## src/rtl/conv_ff_reg.sv

```systemverilog
// Register of toggle flip-flops whose per-cycle mode turns D/T/JK/SR inputs into a toggle mask.
// Also records the last toggle mask, a saturating toggle counter and a sticky SR illegal-input flag.
module conv_ff_reg #(
    parameter int                 WIDTH     = 4,
    parameter int                 CNT_W     = 8,
    parameter logic [WIDTH-1:0]   RESET_VAL = '0
) (
    input  logic              clk,
    input  logic              reset,
    input  logic              en,
    input  logic [1:0]        mode,
    input  logic [WIDTH-1:0]  a,
    input  logic [WIDTH-1:0]  b,
    input  logic              clr_cnt,
    input  logic              clr_err,
    output logic [WIDTH-1:0]  q,
    output logic [WIDTH-1:0]  t_mask,
    output logic [CNT_W-1:0]  toggle_cnt,
    output logic              sr_err
);

    localparam int POP_W = $clog2(WIDTH + 1);
    // Sum is wide enough for both the counter and a popcount larger than the counter can hold.
    localparam int SUM_W = ((CNT_W > POP_W) ? CNT_W : POP_W) + 1;
    localparam logic [SUM_W-1:0] CNT_MAX = SUM_W'({CNT_W{1'b1}});

    localparam logic [1:0] MODE_D  = 2'b00;
    localparam logic [1:0] MODE_T  = 2'b01;
    localparam logic [1:0] MODE_JK = 2'b10;
    localparam logic [1:0] MODE_SR = 2'b11;

    logic [WIDTH-1:0] q_reg;
    logic [WIDTH-1:0] t_mask_reg;
    logic [CNT_W-1:0] cnt_reg;
    logic             err_reg;

    logic [WIDTH-1:0] t_next;
    logic [POP_W-1:0] pop_next;
    logic [SUM_W-1:0] sum_next;
    logic [CNT_W-1:0] cnt_next;
    logic             illegal_next;

    generate
        for (genvar gi = 0; gi < WIDTH; gi++) begin : g_bit
            always_comb begin
                t_next[gi] = 1'b0;
                case (mode)
                    MODE_D:  t_next[gi] = a[gi] ^ q_reg[gi];
                    MODE_T:  t_next[gi] = a[gi];
                    MODE_JK: t_next[gi] = (a[gi] & ~q_reg[gi]) | (b[gi] & q_reg[gi]);
                    MODE_SR: t_next[gi] = (a[gi] & ~b[gi] & ~q_reg[gi]) |
                                          (b[gi] & ~a[gi] & q_reg[gi]);
                    default: t_next[gi] = 1'b0;
                endcase
            end
        end
    endgenerate

    always_comb begin
        pop_next = '0;
        for (int i = 0; i < WIDTH; i++) begin
            pop_next = pop_next + POP_W'(t_next[i]);
        end
    end

    // Clear first, then add this cycle's toggles; saturate rather than wrap.
    always_comb begin
        sum_next = (clr_cnt ? '0 : SUM_W'(cnt_reg)) + SUM_W'(pop_next);
        cnt_next = (sum_next > CNT_MAX) ? {CNT_W{1'b1}} : sum_next[CNT_W-1:0];
    end

    assign illegal_next = en && (mode == MODE_SR) && (|(a & b));

    always_ff @(posedge clk) begin
        if (reset) begin
            q_reg      <= RESET_VAL;
            t_mask_reg <= '0;
            cnt_reg    <= '0;
            err_reg    <= 1'b0;
        end else begin
            if (en) begin
                q_reg      <= q_reg ^ t_next;
                t_mask_reg <= t_next;
                cnt_reg    <= cnt_next;
            end else begin
                t_mask_reg <= '0;
                if (clr_cnt) begin
                    cnt_reg <= '0;
                end
            end
            // A new illegal input wins over a simultaneous clear.
            if (illegal_next) begin
                err_reg <= 1'b1;
            end else if (clr_err) begin
                err_reg <= 1'b0;
            end
        end
    end

    assign q          = q_reg;
    assign t_mask     = t_mask_reg;
    assign toggle_cnt = cnt_reg;
    assign sr_err     = err_reg;

endmodule

```

## config.mk

```make
export PLATFORM = sky130hd
export DESIGN_NAME = conv_ff_reg
export DESIGN_NICKNAME = d
export VERILOG_FILES = /design/src/rtl/conv_ff_reg.sv
export SDC_FILE = /design/constraint.sdc
export NUM_CORES = 1
export LEC_CHECK = 0
export CORE_MARGIN = 3
export CORE_UTILIZATION = 25
export CTS_BUF_LIST = sky130_fd_sc_hd__clkbuf_8
export CTS_CLUSTER_SIZE = 14
export DETAILED_ROUTE_END_ITERATION = 10
export SLEW_MARGIN = 20
export SYNTH_ARGS = -nofsm -noshare
export SYNTH_HDL_FRONTEND = slang
export SYNTH_SLANG_ARGS = --single-unit
```

## constraint.sdc

```tcl
create_clock -name clk -period 4.9 [get_ports clk]
set_input_delay 1.47 -clock clk [delete_from_list [all_inputs] [get_ports clk]]
set_output_delay 1.47 -clock clk [all_outputs]
set_load 0.005 [all_outputs]
```

After elaboration in Yosys (flattened, before gate mapping) --
Cells that the tools add are included.
Word-level totals: output and inout port bits 17, flip-flop bits (word level) 17, input bits 15
Operators by class: muxes and demuxes 10, add/subtract/negate cells 4, order comparisons 1, eq/ne operators 3, reductions and logical operators 7, bitwise logic cells 51
Operator list (count):
- $mux 8 | 4
- $and 1x1->1 | 24
- $pmux 1 s4 | 4
- $not 1->1 | 13
- $add 8x3->9 | 1
- $gt 9x8->1 const B | 1
- $or 1x1->1 | 8
- $and 4x4->4 | 1
- $eq 2x2->1 const B | 2
- $reduce_bool 2->1 | 2
- $reduce_or 4->1 | 1
- $xor 1x1->1 | 4
- $xor 4x4->4 | 1
- $add 2x1->3 | 1
- $add 3x1->3 | 1
- $add 1x1->2 | 1
- $eq 2x1->1 const B | 1
- $logic_and 1x1->1 | 2
- $logic_not 2->1 | 1
- $mux 1 | 2
- $reduce_or 2->1 | 1

Logic depth before layout (Yosys ltp) --
Gate-level depths: netlist of the first run.
depth in word-level cells 12, gate-level depth with buffers 15, depth with buffers taken out 13

Worst setup path before layout of the first run --
No wires, ideal clock.
path type input -> register, from in mode[0], to reg cnt_reg[4], in the netlist toggle_cnt[4], arrival 3.789 ns, library setup time 0.140 ns, buffers on the path 1, setup slack 0.971 ns, stages 14, data required time 4.760 ns, path through or2_0 buf_2 o21ai_0 nor3_2 xor2_1 ha_1 inv_1 fa_1 inv_1 fa_1 and4b_1 nand2_1 nor3b_1 a211oi_1
Between the ends: word-level cells in the longest chain between the ends 9
Ends and longest elaborated chain:
- from (decl) | RTL line 11 | input logic [1:0] mode,
- $eq 2x2->1 (tied with other cells) | RTL line 47 | case (mode)
- $pmux 1 s4 | RTL line 47
- $add 1x1->2 | RTL line 62 | pop_next = pop_next + POP_W'(t_next[i]);
- $add 2x1->3 | RTL line 62
- $add 3x1->3 (*) | RTL line 62
- $add 8x3->9 (*) | RTL line 68 | sum_next = (clr_cnt ? '0 : SUM_W'(cnt_reg)) + SUM_W'(pop_next);
- $gt 9x8->1 | RTL line 69 | cnt_next = (sum_next > CNT_MAX) ? {CNT_W{1'b1}} : sum_next[CNT_W-1:0];
- $mux 8 (*) | RTL line 69
- $mux 8 (*) | RTL line 81 | if (en) begin
- to (signal assigned) | RTL line 84 | cnt_reg <= cnt_next;
- to (decl) | RTL line 34 | logic [CNT_W-1:0] cnt_reg;
Mark *: on every way between the ends. The rest lies on a longest branch, timed or not. A chain may end at the register's enable or synchronous reset.

Worst setup path after layout of the first run --
from in mode[1], to reg cnt_reg[4], in the netlist toggle_cnt[4]
Same word-level chain as after synthesis.

==> results of run 1 <==
## per-stage QoR
step / hold WS (ns) / cell area (µm²) / total power, mW / std cells / setup slack (ns)
2_1_floorplan: 0.479 / 1190 / 0.215 / 149 / 0.971
3_3_place_gp: 0.489 / 1530 / 0.255 / 223 / 0.263
3_5_place_dp: 0.473 / 1530 / 0.254 / 223 / 0.230
4_1_cts: 0.510 / 1580 / 0.363 / 227 / 0.463
5_1_grt: 0.563 / 1580 / 0.381 / 227 / 0.139
6_report: 0.510 / 1580 / 0.358 / 227 / 0.468
## layout by cell type (no fill, tap or decap), drive strengths merged, types with 2 or more instances in the layout
cell,n
clkdlybuf4s50,31
a21oi,18
dfxtp,17
nand3,12
inv,9
nor2,7
nand2,7
o21ai,7
nor2b,6
nand2b,5
a22oi,5
a2111oi,5
a211oi,3
o2bb2ai,3
a311oi,3
o22ai,3
clkbuf,3
buf,3
nand4,2
o32ai,2
nor3,2
nor4,2
and4b,2
a31oi,2
fa,2
ha,2
## worst min path at each step
| stage | start | endpoint | slack [ns] | cells past startpoint |
|---|---|---|---|---|
| 6_report | sr_err | sr_err | 0.51 | 2 |
| 4_1_cts | sr_err | sr_err | 0.51 | 2 |
| 2_1_floorplan | sr_err | sr_err | 0.48 | 2 |
| 3_3_place_gp | sr_err | sr_err | 0.49 | 2 |
| 5_1_grt | toggle_cnt[6] | toggle_cnt[6] | 0.56 | 2 |
| 3_5_place_dp | sr_err | sr_err | 0.47 | 2 |
## synth_stat cells, types with 4 or more instances
cell,instances
clkbuf_1,6
nand3_1,12
nand2_1,7
o21ai_0,6
nor2_1,7
a21oi_1,18
nand2b_1,5
inv_1,9
a22oi_1,5
a2111oi_2,4
dfxtp_1,17
nor2b_1,6
## layer usage
| layer | track usage [%] | vias up | wire length, µm |
|---|---|---|---|
| li1 | - | 616 | - |
| met1 | 15.0 | 560 | 1480 |
| met2 | 18.2 | 19 | 1390 |
| met3 | 1.07 | 4 | 104 |
| met4 | 2.96 | 0 | 36 |
| met5 | 0 | - | 0 |
## cell type report
cell class	instances	area, µm²
Timing Repair Buffer	34	333
Inverter	9	33.8
Clock buffer	3	41.3
Multi-Input combinational cell	111	759
Fill cell	466	2900
Clock inverter	1	5.00
Tap cell	52	65.1
Sequential cell	17	340
## power groups by stage
stage                     registers, mW  logic (mW)  clock network [mW]
final                             0.151      0.0997               0.108
after global routing              0.152       0.114               0.115
after CTS                         0.151       0.100               0.111
after detailed placement          0.154      0.0997                   0
after global placement            0.154       0.100                   0
after floorplan                   0.154      0.0613                   0
## cells by family (layout without fill, tap and decap cells)
logic type | after synthesis | count (layout) | synth area share, %
adders and majority gates | 4 | 4 | 5.45
AOI/OAI and AO/OA | 56 | 56 | 33.6
xor gates and xnor gates | 1 | 1 | 0.734
buffers and inverters | 21 | 47 | 7.86
and+or+nand+nor | 50 | 50 | 23.8
DFF | 17 | 17 | 28.5
## critical path, stage by stage
cell and delay [ns]:
clkdlybuf4s50_1 0.56, buf_4 0.24, nand2b_1 0.16, o32ai_1 0.12, nor3_2 0.23, xor2_1 0.16
ha_1 0.24, inv_1 0.07, fa_1 0.18, inv_1 0.05, fa_1 0.39, and4_1 0.21
nand2_1 0.17, nor3b_1 0.21, a211oi_1 0.07
==> run metrics, run 1 <==
worst r2r src q[1]; GPL Wtd Cong 0.809; Max-cap violations 0; cts repair resizes 0; number of I/O port buffers 31; Distinct cells, synth 41; Site Rows 24; Total Nets Final 195; WP data arrival 4.55 ns; Area Growth Syn to Fin 32.2%; Worst R2R End toggle_cnt[6]; unrepaired setup endpoints after global routing false; number of synthesized register bits 17; Crit Path Class input port to flip-flop; worst slew pin tran 0.872 ns; max_slew headroom 41.7%; area leader, netlist dfxtp_1; final slew viol count 0; DRT antenna net count 0; die area 0.00564 mm²; Synth warnings 0; switch share 30.1%; Clk pin slew, worst setup/hold paths 0.07 ns; Synth Cell Area 0.00119 mm²; Worst setup endpoint toggle_cnt[4]; CTS Hold Bufs 0; H-tree levels 1; CTS tree done; clock share of power 30.1%; vias 1,199; layout cells sized above 1 8.00%; Chip Width 75.1 µm; final setup TNS 0 ns; asr flop ratio synth 0%; leakage 0.535 nW; CTS root buf clkbuf_8; Cell Int Power 0.251 mW; Total Routing Usage GR 10.9%; Pre-antenna DRT Iters 4; vias in the first global route 1,097; Tcrit/Tclk final 90.5%; largest net degree at the start of global routing 24; drt first-iter violations 99; Worst Skew 0.000446 ns; final core utilization 35.3%; Max IR drop VDD 0.117 mV; cells after synthesis 149; final hold vios 0; I/O Pins 32; syn avg cell area 8.01 µm²; combinational share of power 27.8%; DRC viols 0; CTS Buf Count 3; crit path time final 4.43 ns; sequential fraction of the synthesis area 28.5%; crit-path max FO 17; top post-synthesis cells by area dfxtp_1 29%, a21oi_1 7.5%, nand3_1 5.0%, a2111oi_2 5.0%, fa_1 3.4%; Clock Latency Late Sink 0.25 ns; Post-Synthesis Net Count 168; NetSw 0.108 mW; post-CTS setup buffer count 0; Post-synth EDFFs 0; routed len/inst 13.2 µm; Clock Path Buffers 2; Core ar. 0.00447 mm²; vias per cell 5.28; Final setup violation count 0; Post-synth top flop dfxtp_1; Crit. Startpoint mode[1]; initial antenna violation count 0; global-route wire length before repair 4.97 mm; number of diodes 0; post-detail-place hpwl 2.25 mm; Die Y 75.1 µm; Fmax 0.226 GHz; Crit. End Element flip-flop; Startpoint Class input port; pwr dens 227 mW/mm²; clk sinks 17; sequential power share 42.1%; initial core utilization 26.7%; post-synth top area share 28.5%; outcome completed; Critical Path RT 5.02 ns; Reg2Reg Depth 13; Routed WL 3.00 mm; setup slack, reg-to-reg 1.89 ns; total global routing overflow 0; max FFs per register 8; Hold Crit Class flip-flop to flip-flop
Power figures use the tool's default switching activity.
==> run 2, diff against run 1 <==
CTS_CLUSTER_DIAMETER = 200   (was not set)
CTS_CLUSTER_SIZE = not set   (was 14)
==> results of run 2 <==
Final layout, timing and power as in run 1 (identical DEF).
